$ cat src/rtl/fx_sequencer.sv
// Picks which of the 16 seven-segment effects is shown: from switches, button steps,
// a dwell timer or an LFSR shuffle, with a blanking gap between effects.
module fx_sequencer #(
   parameter int          DEBOUNCE_CYC = 4,
   parameter int          DWELL_TICKS  = 16,
   parameter int          BLANK_TICKS  = 2,
   parameter logic [7:0]  LFSR_SEED    = 8'hA5
) (
   input  logic       i_clk,
   input  logic       i_rst_n,
   input  logic       i_tick,
   input  logic       i_btn,
   input  logic [1:0] i_mode,
   input  logic [3:0] i_sel_man,
   output logic [3:0] o_sel,
   output logic       o_blank,
   output logic       o_change
);

   localparam int DB_W = (DEBOUNCE_CYC > 1) ? $clog2(DEBOUNCE_CYC) : 1;
   localparam int DW_W = (DWELL_TICKS > 1) ? $clog2(DWELL_TICKS) : 1;
   localparam int BK_W = (BLANK_TICKS > 1) ? $clog2(BLANK_TICKS) : 1;
   localparam logic [DB_W-1:0] DB_LAST = DB_W'(DEBOUNCE_CYC - 1);
   localparam logic [DW_W-1:0] DW_LAST = DW_W'(DWELL_TICKS - 1);
   localparam logic [BK_W-1:0] BK_LAST = BK_W'((BLANK_TICKS > 0) ? BLANK_TICKS - 1 : 0);

   typedef enum logic {SHOW, BLANK} state_t;

   logic            btn_meta, btn_sync, btn_level, btn_level_q;
   logic [DB_W-1:0] db_cnt;
   logic            press;
   logic [7:0]      lfsr;
   logic [1:0]      mode_q;

   state_t          state, state_n;
   logic [DW_W-1:0] dwell, dwell_n, dwell_eff;
   logic [BK_W-1:0] blank_cnt, blank_cnt_n;
   logic [3:0]      pending, pending_n, sel_n, sel_inc, next_val;
   logic            blank_n, change_n, advance, mode_changed;

   // Debounced level only follows the synchronised button after DEBOUNCE_CYC disagreeing cycles
   always_ff @(posedge i_clk or negedge i_rst_n) begin
      if (!i_rst_n) begin
         btn_meta    <= 1'b0;
         btn_sync    <= 1'b0;
         btn_level   <= 1'b0;
         btn_level_q <= 1'b0;
         db_cnt      <= '0;
         lfsr        <= LFSR_SEED;
         mode_q      <= 2'b00;
      end else begin
         btn_meta    <= i_btn;
         btn_sync    <= btn_meta;
         btn_level_q <= btn_level;
         if (btn_sync == btn_level) begin
            db_cnt <= '0;
         end else if (db_cnt == DB_LAST) begin
            btn_level <= btn_sync;
            db_cnt    <= '0;
         end else begin
            db_cnt <= db_cnt + DB_W'(1);
         end
         lfsr   <= {lfsr[6:0], lfsr[7] ^ lfsr[5] ^ lfsr[4] ^ lfsr[3]};
         mode_q <= i_mode;
      end
   end

   assign press        = btn_level & ~btn_level_q;
   assign mode_changed = (i_mode != mode_q);
   assign dwell_eff    = mode_changed ? '0 : dwell;
   assign sel_inc      = o_sel + 4'd1;
   assign next_val     = (i_mode == 2'b11) ? ((lfsr[3:0] == o_sel) ? sel_inc : lfsr[3:0]) : sel_inc;

   always_ff @(posedge i_clk or negedge i_rst_n) begin
      if (!i_rst_n) begin
         state     <= SHOW;
         dwell     <= '0;
         blank_cnt <= '0;
         pending   <= 4'd0;
         o_sel     <= 4'd0;
         o_blank   <= 1'b0;
         o_change  <= 1'b0;
      end else begin
         state     <= state_n;
         dwell     <= dwell_n;
         blank_cnt <= blank_cnt_n;
         pending   <= pending_n;
         o_sel     <= sel_n;
         o_blank   <= blank_n;
         o_change  <= change_n;
      end
   end

   // Static mode tracks the switches directly; an abort out of BLANK lands on the switch value too
   always_comb begin
      state_n     = state;
      dwell_n     = dwell;
      blank_cnt_n = blank_cnt;
      pending_n   = pending;
      sel_n       = o_sel;
      blank_n     = o_blank;
      change_n    = 1'b0;
      advance     = 1'b0;
      case (state)
         SHOW: begin
            blank_n = 1'b0;
            if (i_mode == 2'b00) begin
               dwell_n  = '0;
               sel_n    = i_sel_man;
               change_n = (i_sel_man != o_sel);
            end else begin
               dwell_n = dwell_eff;
               if (i_mode == 2'b01) begin
                  advance = press;
               end else if (i_tick) begin
                  if (dwell_eff == DW_LAST) advance = 1'b1;
                  else                      dwell_n = dwell_eff + DW_W'(1);
               end
               if (advance) begin
                  dwell_n = '0;
                  if (BLANK_TICKS > 0) begin
                     state_n     = BLANK;
                     blank_n     = 1'b1;
                     blank_cnt_n = '0;
                     pending_n   = next_val;
                  end else begin
                     sel_n    = next_val;
                     change_n = 1'b1;
                  end
               end
            end
         end
         BLANK: begin
            if (i_mode == 2'b00) begin
               state_n  = SHOW;
               blank_n  = 1'b0;
               dwell_n  = '0;
               sel_n    = i_sel_man;
               change_n = (i_sel_man != o_sel);
            end else if (i_tick) begin
               if (blank_cnt == BK_LAST) begin
                  state_n  = SHOW;
                  blank_n  = 1'b0;
                  dwell_n  = '0;
                  sel_n    = pending;
                  change_n = 1'b1;
               end else begin
                  blank_cnt_n = blank_cnt + BK_W'(1);
               end
            end
         end
         default: state_n = SHOW;
      endcase
   end

endmodule

$ cat config.mk
export PLATFORM = sky130hd
export DESIGN_NAME = fx_sequencer
export DESIGN_NICKNAME = d
export VERILOG_FILES = /design/src/rtl/fx_sequencer.sv
export SDC_FILE = /design/constraint.sdc
export NUM_CORES = 1
export LEC_CHECK = 0
export CORE_UTILIZATION = 55
export DETAILED_ROUTE_END_ITERATION = 8
export PLACE_DENSITY = 0.87
export SLEW_MARGIN = 20
export SYNTH_ARGS = -nofsm -noshare
export SYNTH_HDL_FRONTEND = slang
export SYNTH_SLANG_ARGS = --single-unit
$ cat constraint.sdc
create_clock -name i_clk -period 2.6 [get_ports i_clk]
set_input_delay 0.52 -clock i_clk [delete_from_list [all_inputs] [get_ports i_clk]]
set_output_delay 0.52 -clock i_clk [all_outputs]
set_load 0.02 [all_outputs]
==> metrics.cfg <==
[status]
run_status = completed

[clock_tree]
tritoncts = yes
worst_skew_pair.late_latency_ns = 0.34
number_of_buffers_created_by_cts = 5
clk_transition_reported_paths_ns = 0.10
post-cts-setup-buffer-count = 0
cts.sink_count = 32
cts_hold_buffers = 0
post_cts_resized = 0
cts_max_level = 2
clockBufferDepth = 2
cts_root_buf = sky130_fd_sc_hd__clkbuf_4

[routing]
post_drt_wl_per_cell_um = 16.01
detail_route.first_pass.iterations = 4
postRouteAntennaNets = 0
drt_wl_total_um = 3058
vias = 1061
drc_errors = 0
vias_per_instance = 5.555
drt_iter0_markers = 10

[layout]
fin_cells = 191
finished_layout_cell_area_mm2 = 0.001862
fill_cell_instance_count_of_the_final_layout = 183
areaGrowthSynthToFinish_pct = 22.47
antenna_cells_inserted = 0
multi_input_area_um2 = 686.9
nets = 173
regArea_um2 = 805.8
drive_above_1_share_pct = 23.60

[timing]
final.hold.worst_slack_ns = 0.3598
maxSlewHeadroom_pct = 64.65
tightestPinTransition_ns = 0.5254
final_worst_path_period_share_pct = 91.75
number_of_max_slew_violations_in_the_final_report = 0
setup_total_negative_slack_ns = 0
final_hold_viol_count = 0
min_clock_period_post_route_ns = 2.386
finalSetupViolCount = 0
max_freq_mhz = 419.2
setup_repair_after_global_routing_missed_its_margin = no
fin_skew_ns = 0.01363

[grt]
gr_usage_total_pct = 24.82
wire_length_of_the_first_global_routing_pass_um = 4857
grt_pass1_vias = 1075
grt_antenna_before_repair = 0
grt_util_met1_pct = 28.73
global_route.usage.met3_pct = 7.778
gr-usage-met2_pct = 42.28
grt_start_max_net_pins = 33
overflow = 0
top_usage_layer = met2

[placement]
post-dp-hpwl_um = 2252
total_instance_count_after_detailed_placement = 183
place_congestion = 0.8530
port-buffer-count = 15
dpl-instance-area_mm2 = 0.001782

[synth]
synth_edf_count = 0
post_synth_net_total = 141
synth-main-ff-cell = sky130_fd_sc_hd__dfrtp_1
postSynth.asyncResetShare_pct = 100.0
synth.yosys.seq_area_share_pct = 53.00
netlist_area_mm2 = 0.001520
syn-instance-count = 128
synthesis.yosys.warnings = 0
ys_ff_latch = 32
post_synth.cell_area_avg_um2 = 11.88
ys_types = 38

[run]
cap_violations = 0

[floorplanning]
die_width_um = 54.58
die_height_um = 54.58
row_count = 18
core-area_mm2 = 0.002545
ioPinCount = 16
dieArea_mm2 = 0.002978
initial_core_util_pct = 59.73

[setup_path]
cp_max_fo = 5
critPathCaptureType = flip-flop
worst_ep_arrival_time_ns = 2.60
startpoint_type = input port
worstSetupPathType = input port to flip-flop
timing.critical_path.slowest_cell_delay_ns = 0.46
beginning_of_the_worst_register_to_register_path = mode_q[1]
setup.worst_path.start = i_mode[1]
cp.required_ns = 2.82
cell_chain_critical_path = clkdlybuf4s50_1 > xor2_2 > nor2_4 > and2_1 > ha_1 > and3_1 > a31oi_2 > nor3_4 > mux2_4
timing.critical_path.slowest_stage_cell = sky130_fd_sc_hd__clkdlybuf4s50_1

[power]
total_power_w = 0.001675
power.density_mw_per_mm2 = 899.6
worst_ir_drop_vdd_v = 0.0007539
cellLeakagePower_nw = 0.8396

[min_path]
worstHoldStart = btn_meta
hold_class = flip-flop to flip-flop

==> state kept, by name, indices dropped and copies added (netlist names) <==
| name | count |
|---|---|
| btn_sync | 1 |
| pending | 4 |
| state | 1 |
| blank_cnt | 1 |
| db_cnt | 2 |
| btn_meta | 1 |
| btn_level_q | 1 |
| btn_level | 1 |
| o_change | 1 |
| dwell | 4 |
| o_blank | 1 |
| mode_q | 2 |
| o_sel | 4 |
| lfsr | 8 |
==> final timing paths <==
check	endpoint	slack, ns	cells past startpoint
max	pending[0]	0.21	9
min	btn_sync	0.36	0
max reg2reg	pending[0]	0.50	8
min reg2reg	btn_sync	0.36	0
max in group asynchronous	lfsr[0]	1.71	2
min in group asynchronous	mode_q[0]	0.56	2
==> metrics by stage <==
step,worst slack [ns],utilization (%)
after global placement,-0.06394,70.01
after detailed placement,-0.1348,70.01
after CTS,0.2219,73.16
final,0.2145,73.16
after global routing,0.1419,73.16
after floorplan,0.2586,-
==> layout by cell type (no fill, tap or decap), types with 2 or more instances in the layout <==
cell type,instances
sky130_fd_sc_hd__dfrtp_1,28
sky130_fd_sc_hd__clkdlybuf4s50_1,15
sky130_fd_sc_hd__nand2_1,13
sky130_fd_sc_hd__buf_4,12
sky130_fd_sc_hd__xnor2_1,10
sky130_fd_sc_hd__o21ai_0,8
sky130_fd_sc_hd__xor2_1,5
sky130_fd_sc_hd__a21oi_1,5
sky130_fd_sc_hd__clkbuf_4,5
sky130_fd_sc_hd__mux2_4,4
sky130_fd_sc_hd__mux2i_1,4
sky130_fd_sc_hd__nand3_1,4
sky130_fd_sc_hd__dfstp_2,4
sky130_fd_sc_hd__nor3_1,3
sky130_fd_sc_hd__and2_1,3
sky130_fd_sc_hd__nor2_1,3
sky130_fd_sc_hd__inv_1,3
sky130_fd_sc_hd__ha_1,3
sky130_fd_sc_hd__xor2_2,2
sky130_fd_sc_hd__a31oi_1,2
sky130_fd_sc_hd__nand2b_1,2
sky130_fd_sc_hd__a21o_1,2
sky130_fd_sc_hd__mux2_2,2
==> area by class of cell <==
cell class / count / share of cell area [%]
inverter: 3 / 0.6048
clock buffer: 5 / 2.016
multi-input combinational: 91 / 36.90
sequential: 32 / 43.28
tap: 30 / 2.016
timing repair buffer: 27 / 12.90
clock inverter: 3 / 2.285
==> report_power, final <==
group / switching (W) / internal (W)
logic: 0.000252 / 0.000301
clock network: 0.000175 / 0.000200
registers: 0.000136 / 0.000610
total: 0.000563 / 0.00111
==> synth_stat cells (3+ instances only) <==
cell | n | area [um2]
sky130_fd_sc_hd__nor2_1 | 3 | 11.26
sky130_fd_sc_hd__nand2_1 | 13 | 48.80
sky130_fd_sc_hd__and2_1 | 3 | 18.77
sky130_fd_sc_hd__inv_1 | 3 | 11.26
sky130_fd_sc_hd__dfstp_2 | 4 | 105.1
sky130_fd_sc_hd__xor2_1 | 5 | 43.79
sky130_fd_sc_hd__dfrtp_1 | 28 | 700.7
sky130_fd_sc_hd__a21oi_1 | 5 | 25.02
sky130_fd_sc_hd__o21ai_0 | 8 | 40.04
sky130_fd_sc_hd__xnor2_1 | 10 | 87.58
sky130_fd_sc_hd__mux2i_1 | 4 | 40.04
sky130_fd_sc_hd__nand3_1 | 4 | 20.02
sky130_fd_sc_hd__nor3_1 | 3 | 15.01
sky130_fd_sc_hd__ha_1 | 3 | 37.54
sky130_fd_sc_hd__mux2_4 | 4 | 60.06
==> layer usage <==
layer | up-vias | routed length (um)
met5 | - | 0
met4 | 0 | 35
met3 | 5 | 116
met2 | 22 | 1575
met1 | 524 | 1331
li1 | 510 | -
==> kinds of logic (layout without fill, tap and decap cells) <==
group	Yosys count	count (layout)	share of synthesized area [%]
XOR/XNOR	17	17	10.78
AO/OA/AOI/OAI	25	25	11.19
flip-flops	32	32	53.00
buffers and inverters	5	38	1.810
multiplexers	10	10	8.066
AND/OR/NAND/NOR	36	36	12.68
adder cells (fa/ha/maj)	3	3	2.469
==> critical path: cells and delay by family <==
kind / cells / cell delay, ns
AOI/OAI and AO/OA: 1 / 0.12
and+or+nand+nor: 4 / 0.78
xor gates and xnor gates: 1 / 0.22
adders and majority gates: 1 / 0.16
buffers and inverters: 1 / 0.46
muxes: 1 / 0.34
No activity file was read; power rests on OpenSTA's default activity.
